`src/rtl/tio_wb_cmd_master.sv`:
```
// rtl/tio_wb_cmd_master.sv - byte-stream command to single-cycle Wishbone initiator
// Parses WE/address/data command bytes, runs one Wishbone cycle, returns status (+ read data).
module tio_wb_cmd_master #(
  parameter int TIMEOUT      = 255,
  parameter int TIMEOUT_BITS = 16
) (
  input  logic        wb_clk_i,
  input  logic        wb_rst_ni,
  input  logic [7:0]  cmd_tdata,
  input  logic        cmd_tvalid,
  output logic        cmd_tready,
  output logic [7:0]  rsp_tdata,
  output logic        rsp_tvalid,
  input  logic        rsp_tready,
  output logic        wb_cyc_o,
  output logic        wb_stb_o,
  output logic        wb_we_o,
  output logic [11:0] wb_adr_o,
  output logic [31:0] wb_dat_o,
  output logic [3:0]  wb_sel_o,
  input  logic [31:0] wb_dat_i,
  input  logic        wb_ack_i,
  input  logic        wb_err_i,
  input  logic        wb_rty_i,
  output logic        busy_o
);

  typedef enum logic [2:0] {HDR0, HDR1, DATA, WB, RSP} state_t;

  localparam logic [TIMEOUT_BITS-1:0] TO_LAST = TIMEOUT_BITS'(TIMEOUT - 1);

  state_t                  state_q, state_d;
  logic                    we_q;
  logic [11:2]             adr_q;
  logic [31:0]             dat_q;
  logic [31:0]             rdat_q;
  logic [1:0]              status_q, status_d;
  logic [1:0]              dcnt_q;
  logic [2:0]              rcnt_q;
  logic [TIMEOUT_BITS-1:0] to_cnt_q;

  logic cmd_fire, rsp_fire, wb_done, rsp_last;

  assign cmd_fire = cmd_tvalid && cmd_tready;
  assign rsp_fire = rsp_tvalid && rsp_tready;
  assign wb_done  = wb_ack_i || wb_err_i || wb_rty_i || (to_cnt_q == TO_LAST);
  assign rsp_last = we_q ? (rcnt_q == 3'd0) : (rcnt_q == 3'd4);

  // Gating with reset keeps tready low while held in reset even though HDR0 accepts.
  assign cmd_tready = wb_rst_ni && (state_q == HDR0 || state_q == HDR1 || state_q == DATA);
  assign wb_cyc_o   = (state_q == WB);
  assign wb_stb_o   = wb_cyc_o;
  assign wb_we_o    = we_q;
  assign wb_adr_o   = {adr_q, 2'b00};
  assign wb_dat_o   = dat_q;
  assign wb_sel_o   = 4'hF;
  assign rsp_tvalid = (state_q == RSP);
  assign busy_o     = (state_q != HDR0);

  always_comb begin
    status_d = 2'd3;
    if (wb_ack_i)      status_d = 2'd0;
    else if (wb_err_i) status_d = 2'd1;
    else if (wb_rty_i) status_d = 2'd2;
  end

  always_comb begin
    rsp_tdata = 8'h00;
    if (rsp_tvalid) begin
      case (rcnt_q)
        3'd0:    rsp_tdata = {6'b0, status_q};
        3'd1:    rsp_tdata = rdat_q[31:24];
        3'd2:    rsp_tdata = rdat_q[23:16];
        3'd3:    rsp_tdata = rdat_q[15:8];
        3'd4:    rsp_tdata = rdat_q[7:0];
        default: rsp_tdata = 8'h00;
      endcase
    end
  end

  always_ff @(posedge wb_clk_i or negedge wb_rst_ni) begin
    if (!wb_rst_ni) state_q <= HDR0;
    else            state_q <= state_d;
  end

  always_comb begin
    state_d = state_q;
    case (state_q)
      HDR0: if (cmd_fire) state_d = HDR1;
      HDR1: if (cmd_fire) state_d = we_q ? DATA : WB;
      DATA: if (cmd_fire && dcnt_q == 2'd3) state_d = WB;
      WB:   if (wb_done) state_d = RSP;
      RSP:  if (rsp_fire && rsp_last) state_d = HDR0;
      default: state_d = HDR0;
    endcase
  end

  always_ff @(posedge wb_clk_i or negedge wb_rst_ni) begin
    if (!wb_rst_ni) begin
      we_q     <= 1'b0;
      adr_q    <= '0;
      dat_q    <= '0;
      rdat_q   <= '0;
      status_q <= '0;
      dcnt_q   <= '0;
      rcnt_q   <= '0;
      to_cnt_q <= '0;
    end else begin
      case (state_q)
        HDR0: begin
          dcnt_q   <= '0;
          rcnt_q   <= '0;
          to_cnt_q <= '0;
          if (cmd_fire) begin
            we_q  <= cmd_tdata[7];
            adr_q <= {cmd_tdata[3:0], 6'b0};
          end
        end
        HDR1: if (cmd_fire) adr_q[7:2] <= cmd_tdata[7:2];
        DATA: if (cmd_fire) begin
          dat_q  <= {dat_q[23:0], cmd_tdata};
          dcnt_q <= dcnt_q + 2'd1;
        end
        WB: begin
          if (!wb_done) begin
            to_cnt_q <= to_cnt_q + 1'b1;
          end else begin
            status_q <= status_d;
            // Read data only survives an ack; every other ending reports zeros.
            rdat_q   <= (wb_ack_i && !we_q) ? wb_dat_i : 32'h0;
          end
        end
        RSP: if (rsp_fire) rcnt_q <= rcnt_q + 3'd1;
        default: ;
      endcase
    end
  end

endmodule

```
`config.mk`:
```
export PLATFORM = sky130hd
export DESIGN_NAME = tio_wb_cmd_master
export DESIGN_NICKNAME = d
export VERILOG_FILES = /design/src/rtl/tio_wb_cmd_master.sv
export SDC_FILE = /design/constraint.sdc
export NUM_CORES = 1
export LEC_CHECK = 0
export ABC_CLOCK_PERIOD_IN_PS = 4100
export BUFFER_PORTS_ARGS = -buffer_cell sky130_fd_sc_hd__buf_2
export CORE_MARGIN = 1.5
export CORE_UTILIZATION = 59
export CTS_CLUSTER_DIAMETER = 100
export CTS_CLUSTER_SIZE = 14
export DETAILED_ROUTE_END_ITERATION = 8
export GPL_TIMING_DRIVEN = 0
export HOLD_SLACK_MARGIN = 0.08
export PLACE_DENSITY_LB_ADDON = 0.08
export SYNTH_ARGS = -nofsm -noshare
export SYNTH_HDL_FRONTEND = slang
export SYNTH_SLANG_ARGS = --single-unit
```
`constraint.sdc`:
```
create_clock -name wb_clk_i -period 4.1 [get_ports wb_clk_i]
set_input_delay 0.205 -clock wb_clk_i [delete_from_list [all_inputs] [get_ports wb_clk_i]]
set_output_delay 0.205 -clock wb_clk_i [all_outputs]
set_load 0.005 [all_outputs]
```
After elaboration in Yosys (flattened, before gate mapping)
Cells that the tools add are included.
{"block": "word_totals", "register_bits": 101, "wordCells": 81}
{"block": "op_classes", "n_reduce_logical": 27, "n_eq_ne": 18, "addsub": 3, "muxes": 23}
{"op": "8-bit case mux with 5 select lines", "count": 1}
{"op": "32-bit 2-to-1 mux", "count": 1}
{"op": "16-bit case mux with 2 select lines", "count": 1}
{"op": "3-bit 2-to-1 mux", "count": 6}
{"op": "16-bit by 1-bit adder with 16-bit output, second input constant", "count": 1}
{"op": "16-bit by 8-bit equality test with 1-bit output, second input constant", "count": 1}
{"op": "16-bit 2-to-1 mux", "count": 1}
{"op": "3-bit case mux with 5 select lines", "count": 1}
{"op": "3-bit by 2-bit equality test with 1-bit output, second input constant", "count": 4}
{"op": "6-bit 2-to-1 mux", "count": 2}
{"op": "6-bit case mux with 2 select lines", "count": 1}
{"op": "2-bit AND reduction", "count": 6}
{"op": "8-bit 2-to-1 mux", "count": 1}
{"op": "2-bit by 1-bit != test with 1-bit output, second input constant", "count": 4}
{"op": "2-bit != test, second input constant", "count": 4}
{"op": "2-bit nonzero test", "count": 4}
{"op": "3-bit by 1-bit equality test with 1-bit output, second input constant", "count": 2}
{"op": "3-bit equality test, second input constant", "count": 2}
{"op": "1-bit logical AND", "count": 6}
{"op": "3-bit logical NOT", "count": 2}
{"op": "2-bit 2-to-1 mux", "count": 3}
{"op": "3-bit case mux with 2 select lines", "count": 1}
{"op": "1-bit logical OR", "count": 5}
{"op": "5-bit AND reduction", "count": 1}
{"op": "8 further kinds", "count": 10}

Logic depth before layout (Yosys ltp)
Gate-level depths: netlist (run 1).
{"block": "depth", "ltp_word": 8, "depth_mapped": 9, "depth_no_buf": 6}

Worst setup path after synthesis (run 1)
OpenSTA, ideal clock, no wires.
{"block": "synth_timing", "path_kind": "reg-to-reg", "start": "register to_cnt_q[0]", "end": "register status_q[0]", "setup_ps": 125, "required_ps": 3975, "path_stages_with_launch": 9, "path_slack_ps": 2299, "n_path_buf": 2, "t_arrival_ps": 1676, "path_cell_list": "dfrtp_1 inv_1 ha_1 nor4b_2 and4_1 buf_4 o21a_1 buf_6 mux2_2"}
{"block": "synth_between", "elab_chain_len": 3}
{"element": "from (decl)", "line_no": "40", "text": "logic [TIMEOUT_BITS-1:0] to_cnt_q;"}
{"element": "from (signal assigned)", "line_no": "126", "text": "to_cnt_q <= to_cnt_q + 1'b1;"}
{"element": "16-bit by 8-bit equality test with 1-bit output", "line_no": "46", "text": "assign wb_done = wb_ack_i || wb_err_i || wb_rty_i || (to_cnt_q == TO_LAST);"}
{"element": "1-bit logical OR", "line_no": "46"}
{"element": "2-bit AND reduction (no line)"}
{"element": "to (signal assigned)", "line_no": "128", "text": "status_q <= status_d;"}
{"element": "to (decl)", "line_no": "37", "text": "logic [1:0] status_q, status_d;"}
Every way passes these cells.
A chain may end at the register's enable or synchronous reset.

Worst setup path after layout (run 1)
{"block": "layout_timing", "start": "register rcnt_q[0]", "end": "output rsp_tdata[3]"}
{"block": "layout_between", "elab_chain_len": 3}
{"element": "from (decl)", "line_no": "39", "text": "logic [2:0] rcnt_q;"}
{"element": "from (signal assigned)", "line_no": "133", "text": "RSP: if (rsp_fire) rcnt_q <= rcnt_q + 3'd1;"}
{"element": "3-bit equality test, or another cell as far along", "line_no": "70", "text": "case (rcnt_q)"}
{"element": "8-bit case mux with 5 select lines (*)", "line_no": "70"}
{"element": "8-bit 2-to-1 mux (*)", "line_no": "69", "text": "if (rsp_tvalid) begin"}
{"element": "to (decl)", "line_no": "12", "text": "output logic [7:0] rsp_tdata,"}
Mark *: on every way between the ends. The rest lies on a longest branch, timed or not.

==> flow_metrics.tcl, run 1 <==
set metrics [dict create \
    status "finished, final reports clean" \
    die_height_um 95.7 \
    cp_cell_sequence "inv_1, ha_1, clkbuf_1, nor3_1, nor2_1, o21ai_1, nor2_1, buf_2" \
    synth-async-reset-ratio 1.00 \
    vias_per_cell 5.50 \
    drtIter0Drc 254 \
    required_ps 3890 \
    path_max_fanout 9 \
    cp_top_family "buffers and inverters" \
    avgSynthCellArea_um2 11.2 \
    startpoint_type "flop" \
    synth_cell_types 57 \
    p_per_area_nw_per_um2 552 \
    yosys.area.top_type "dfrtp_1" \
    cts_root_buffer "clkbuf_8" \
    cts_tree "yes" \
    syn_area_um2 5070 \
    setup_violations 0 \
    gp_congestion 0.813 \
    clock_skew_ps 12.0 \
    arrival_ps 2380 \
    post_cts_resized 0 \
    path_buf_inv 3 \
    power.total_uw 3420 \
    drt_first_pass_iters 7 \
    rsz0062_at_grt "no" \
    fin_tns_setup_ps 0 \
    initial_core_util 0.614 \
    synth_top_area_share 0.498 \
    clkTransAtPathRegs_ps 100 \
    worst_path_max_delay_cell "o21ai_1" \
    dp_hpwl_mm 7.81 \
    io_buffers 102 \
    synth_edf_count 0 \
    synthFlopType "dfrtp_1" \
    max_freq_mhz 387 \
    use_met3 0.0395 \
    max_cap_viol_count 0 \
    min_period_over_period 0.630 \
    clock_path_buffers 2 \
    std_cell_rows 33 \
    clk_latency_ps 360 \
    ir_drop_uv 260 \
    netlist_instances 452 \
    fin_nets 651 \
    post_cts_buffers 0 \
    seq_area_frac_synth 0.498 \
    final_cell_mix "102 x buf_2, 101 x dfrtp_1, 57 x nand2_1" \
    criticalPathCategory "reg -> out" \
    wl_mm 11.4 \
    track_usage 0.266 \
    grt_pass1_wl_mm 18.7 \
    crit_path_frequent_cell "nor2_1" \
    leakage_uw 0.00311 \
    slew_violations 0 \
    yosysWarnings 0 \
    cts_made_buffers 9 \
    yosys_register_bits 101 \
    busiest_layer "met2" \
    wl_per_cell_um 16.2 \
    critPathCaptureType "output port" \
    grt_pass1_vias 3737 \
    syn2layout_area_growth_pct 22.2 \
    die_w_um 95.7 \
    htreeDepth 3 \
    hold_path.class "in -> reg" \
    grt_util_met2 0.422 \
    clock_sinks 101 \
    fin_crit_ps 2580 \
    diodes 0 \
    critPathMaxStageDelay_ps 460 \
    grt_overflow_total 0 \
    drc 0 \
    drive_gt1_frac 0.310 \
    worst_pin_slew_ps 633 \
    use_met1 0.379 \
    final_common_cell "buf_2" \
    num_vias 3880 \
    ioPinCount 109 \
    ys_top_cells_by_area "dfrtp_1 50%, mux2_4 8.3%, mux2i_1 7.3%, nand2_1 4.2%, inv_1 2.9%" \
    grt_max_degree 67 \
    antenna_found_initial 0 \
    slew_headroom 0.577 \
    coreArea_um2 8260 \
    hold_violations 0 \
    dieArea_um2 9160 \
    fillers 610 \
    antenna_left 0 \
]
-- per-layer routing --
metal | share of wire | wire length [um]
met5 | 0 | 0
met4 | 0.013 | 151
met3 | 0.051 | 582
met2 | 0.48 | 5450
met1 | 0.46 | 5220
-- synth_stat cells, types with 2 or more instances --
master,number
dfrtp_1,101
nand2_1,57
inv_1,39
mux2i_1,37
mux2_4,28
nor2_1,17
o21ai_0,15
mux2_2,13
clkbuf_1,12
a21oi_1,11
buf_4,10
nand3_1,9
a222oi_1,8
ha_1,8
a22o_1,7
buf_6,7
o31ai_1,7
or4_1,7
and4_1,5
nor3_1,5
buf_12,3
nand2b_1,3
and2_1,2
and3_1,2
buf_1,2
conb_1,2
nand4_1,2
nor3b_1,2
o22ai_1,2
or3_1,2
-- cell families after synthesis --
group,synth area share
AOI/OAI and AO/OA,0.0851
xor gates and xnor gates,0.00173
adders and majority gates,0.0197
buffers and inverters,0.0848
DFF,0.498
muxes,0.185
other,0.00148
and+or+nand+nor,0.124
-- path summary, 6_finish.rpt --
path | startpoint | end | slack (ps) | cells past startpoint
max | rcnt_q[0]$_DFFE_PN0P_ | rsp_tdata[3] | 1520 | 8
min | wb_dat_i[8] | rdat_q[8]$_DFFE_PN0P_ | 90 | 3
max reg2reg | to_cnt_q[13]$_DFFE_PN0P_ | rdat_q[31]$_DFFE_PN0P_ | 2010 | 7
min reg2reg | adr_q[3]$_DFFE_PN0P_ | adr_q[3]$_DFFE_PN0P_ | 490 | 2
max in group asynchronous | wb_rst_ni | rdat_q[18]$_DFFE_PN0P_ | 3080 | 3
min in group asynchronous | wb_rst_ni | wb_dat_o[16]$_DFFE_PN0P_ | 330 | 2
-- worst reg2reg max path: cells and delay by family, from the launching register on --
family                 cells  cell delay [ps]
AO/OA/AOI/OAI              1              130
multiplexers               1              220
buffers and inverters      3              480
AND/OR/NAND/NOR            2              740
flip-flops                 1              450
-- where the power goes --
part           internal (uW)  switching, uW  total [uW]  leakage [uW]
clock network            230            366         596     0.0000922
registers               1310            215        1520       0.00134
logic                    665            639        1300       0.00168
total                   2200           1220        3420       0.00311
-- final cells by class --
| type | count | area, um^2 | share of cell area |
|---|---|---|---|
| multi-input combinational | 278 | 2130 | 0.344 |
| tap | 105 | 131 | 0.0212 |
| timing repair buffer | 129 | 801 | 0.129 |
| clock buffer | 9 | 124 | 0.0200 |
| clock inverter | 6 | 55.1 | 0.00888 |
| sequential | 101 | 2530 | 0.408 |
| buffer | 36 | 277 | 0.0446 |
| inverter | 41 | 154 | 0.0248 |
-- stage by stage --
step,util,area (um^2),hold WS [ps],setup WS [ps],cells
2_1_floorplan,-,5090,-90.6,2300,456
3_3_place_gp,0.694,5730,446,157,663
3_5_place_dp,0.698,5760,211,1690,664
4_1_cts,0.751,6200,82.2,1530,705
5_1_grt,0.751,6200,92.3,1300,705
6_report,0.751,6200,92.0,1520,705
-- timing repair --
item                       in CTS  in global routing
hold buffers                   26                  0
hold endpoints to repair       60                  0
setup endpoints to repair       0                  0
-- state kept, by name (all words and copies together) (netlist names) --
register and count:
wb_we_o 1, adr_q 10, rcnt_q 3, dcnt_q 2, rdat_q 32, status_q 2, state_q 3, to_cnt_q 16
wb_dat_o 32
No activity file was read; power rests on OpenSTA's default activity.
==> run 2, diff against run 1 <==
- ABC_CLOCK_PERIOD_IN_PS: 4100 -> 2630
- CORE_UTILIZATION: 59 -> 55
- clock period: 4.1 -> 2.63 ns (I/O delays scaled with it)
==> run 2 against run 1 <==
Worst hold slack improved by 81 ps. Power rose by 56%. Clock skew down 2.8 ps. Critical path depth is the same. Routed wire length fell by 0.87%. Critical path type unchanged. Highest routed layer unchanged.
==> flow_metrics.tcl, run 2 (synthesis gave the netlist of run 1 again) <==
set metrics [dict create \
    wl_per_cell_um 15.6 \
    path_max_fanout 9 \
    cts_root_buffer "clkbuf_8" \
    slew_headroom 0.523 \
    worst_path_max_delay_cell "dfrtp_1" \
    max_cap_viol_count 0 \
    die_height_um 99.0 \
    cp_top_family "compound AO/OA/AOI/OAI gates" \
    num_vias 3872 \
    grt_max_degree 61 \
    cp_cell_sequence "inv_1, ha_1, clkbuf_1, a222oi_1, nor2_1, a221oi_1, nor2_1, buf_2" \
    instances_no_fill 725 \
    initial_core_util 0.573 \
    required_ps 2500 \
    leakage_uw 0.00318 \
    clockPowerShare 0.177 \
    cts_tree "yes" \
    ioPinCount 109 \
    min_period_over_period 0.922 \
    fin_nets 667 \
    path_buf_inv 3 \
    clock_skew_ps 9.25 \
    antenna_found_initial 0 \
    clkTransAtPathRegs_ps 100 \
    swShare 0.352 \
    dp.cells 667 \
    wl_mm 11.3 \
    coreArea_um2 8850 \
    post-place-ws_ps 282 \
    combPwrFrac 0.380 \
    drc 0 \
    grt_pass1_wl_mm 18.6 \
    status "finished, final reports clean" \
    fin_ws_ps 204 \
    syn2layout_area_growth_pct 25.8 \
    vias_per_cell 5.34 \
    place_area_um2 5760 \
    final_cell_mix "102 x buf_2, 101 x dfrtp_1, 57 x nand2_1" \
    final_area_um2 6380 \
    p_per_area_nw_per_um2 836 \
    ir_drop_uv 343 \
    drive_gt1_frac 0.306 \
    grt_pass1_vias 3834 \
    post_cts_buffers 0 \
    cts_made_buffers 9 \
    std_cell_rows 34 \
    pwr-share-seq 0.443 \
    dp_hpwl_mm 7.82 \
    hold_violations 0 \
    die_w_um 99.0 \
    p_int_uw 3460 \
    diodes 0 \
    clk_latency_ps 360 \
    worst_pin_slew_ps 714 \
    antenna_left 0 \
    grt_overflow_total 0 \
    io_buffers 102 \
    hold_path.class "in -> reg" \
    arrival_ps 2290 \
    final_common_cell "buf_2" \
    slew_violations 0 \
    drt_first_pass_iters 6 \
    p_sw_uw 1880 \
    criticalPathCategory "reg -> out" \
    critPathMaxStageDelay_ps 440 \
    track_usage 0.237 \
    critPathCaptureType "output port" \
    drtIter0Drc 186 \
    startpoint_type "flop" \
    crit_path_frequent_cell "nor2_1" \
    dieArea_um2 9810 \
    gp_congestion 0.778 \
    clock_sinks 101 \
    max_freq_mhz 412 \
    r2r_slack_ps 550 \
    htreeDepth 3 \
    setup_violations 0 \
    rsz0062_at_grt "yes" \
    fin_crit_ps 2430 \
    clock_path_buffers 2 \
]
## run 2: per-layer routing
| layer | track usage | vias to the layer above | share of wire |
|---|---|---|---|
| li1 | - | 1870 | - |
| met1 | 0.334 | 1872 | 0.47 |
| met3 | 0.0340 | 20 | 0.042 |
| met4 | 0.0758 | 0 | 0.018 |
| met2 | 0.382 | 110 | 0.47 |
| met5 | 0 | - | 0 |
## run 2: power by group through the flow
stage          logic, uW  registers, uW  clock network [uW]
6_report            2030           2360                 946
5_1_grt             2240           2430                1040
4_1_cts             2040           2360                 981
3_5_place_dp        1990           2390                   0
3_3_place_gp        1930           2360                   0
2_1_floorplan       1290           2350                   0
## run 2: what timing repair did
action | CTS | global route
hold endpoints to repair | 93 | 0
hold buffers | 42 | 0
gates resized for setup | 0 | 3
setup endpoints to repair | 0 | 13
## run 2: worst paths after layout
path | from | end | cells after the start
worst max-delay path | rcnt_q[0]$_DFFE_PN0P_ | rsp_tdata[0] | 8
min in group asynchronous | wb_rst_ni | wb_dat_o[16]$_DFFE_PN0P_ | 2
max in group asynchronous | wb_rst_ni | rdat_q[18]$_DFFE_PN0P_ | 3
worst min register to register | adr_q[2]$_DFFE_PN0P_ | adr_q[2]$_DFFE_PN0P_ | 2
worst min-delay path | wb_ack_i | status_q[0]$_DFFE_PN0P_ | 3
worst max register to register | to_cnt_q[0]$_DFFE_PN0P_ | rdat_q[7]$_DFFE_PN0P_ | 9
## run 2: worst register-to-register path: cells and delay by family (launching register included)
| kind | cells | cell delay, ps |
|---|---|---|
| buf+inv | 4 | 580 |
| simple gates | 2 | 450 |
| flops | 1 | 430 |
| mux | 1 | 230 |
| fa+ha+maj | 1 | 160 |
| compound gates | 1 | 140 |
## run 2: layout make-up
class                      count  area [um^2]
timing repair buffer         145          965
buffer                        36          277
sequential                   101         2530
inverter                      41          154
multi-input combinational    278         2130
clock buffer                   9          124
fill                         660         2460
clock inverter                 7         67.6
tap                          108          135
## run 2: through the flow
| step | total power, uW | hold slack [ps] | TNS [ps] | utilization |
|---|---|---|---|---|
| after floorplan | 3640 | -164 | 0 | - |
| after global placement | 4290 | 374 | -45750 | 0.648 |
| after CTS | 5380 | 156 | 0 | 0.721 |
| final | 5340 | 173 | 0 | 0.721 |
| after global routing | 5700 | 182 | -47.9 | 0.721 |
| after detailed placement | 4380 | 165 | 0 | 0.651 |
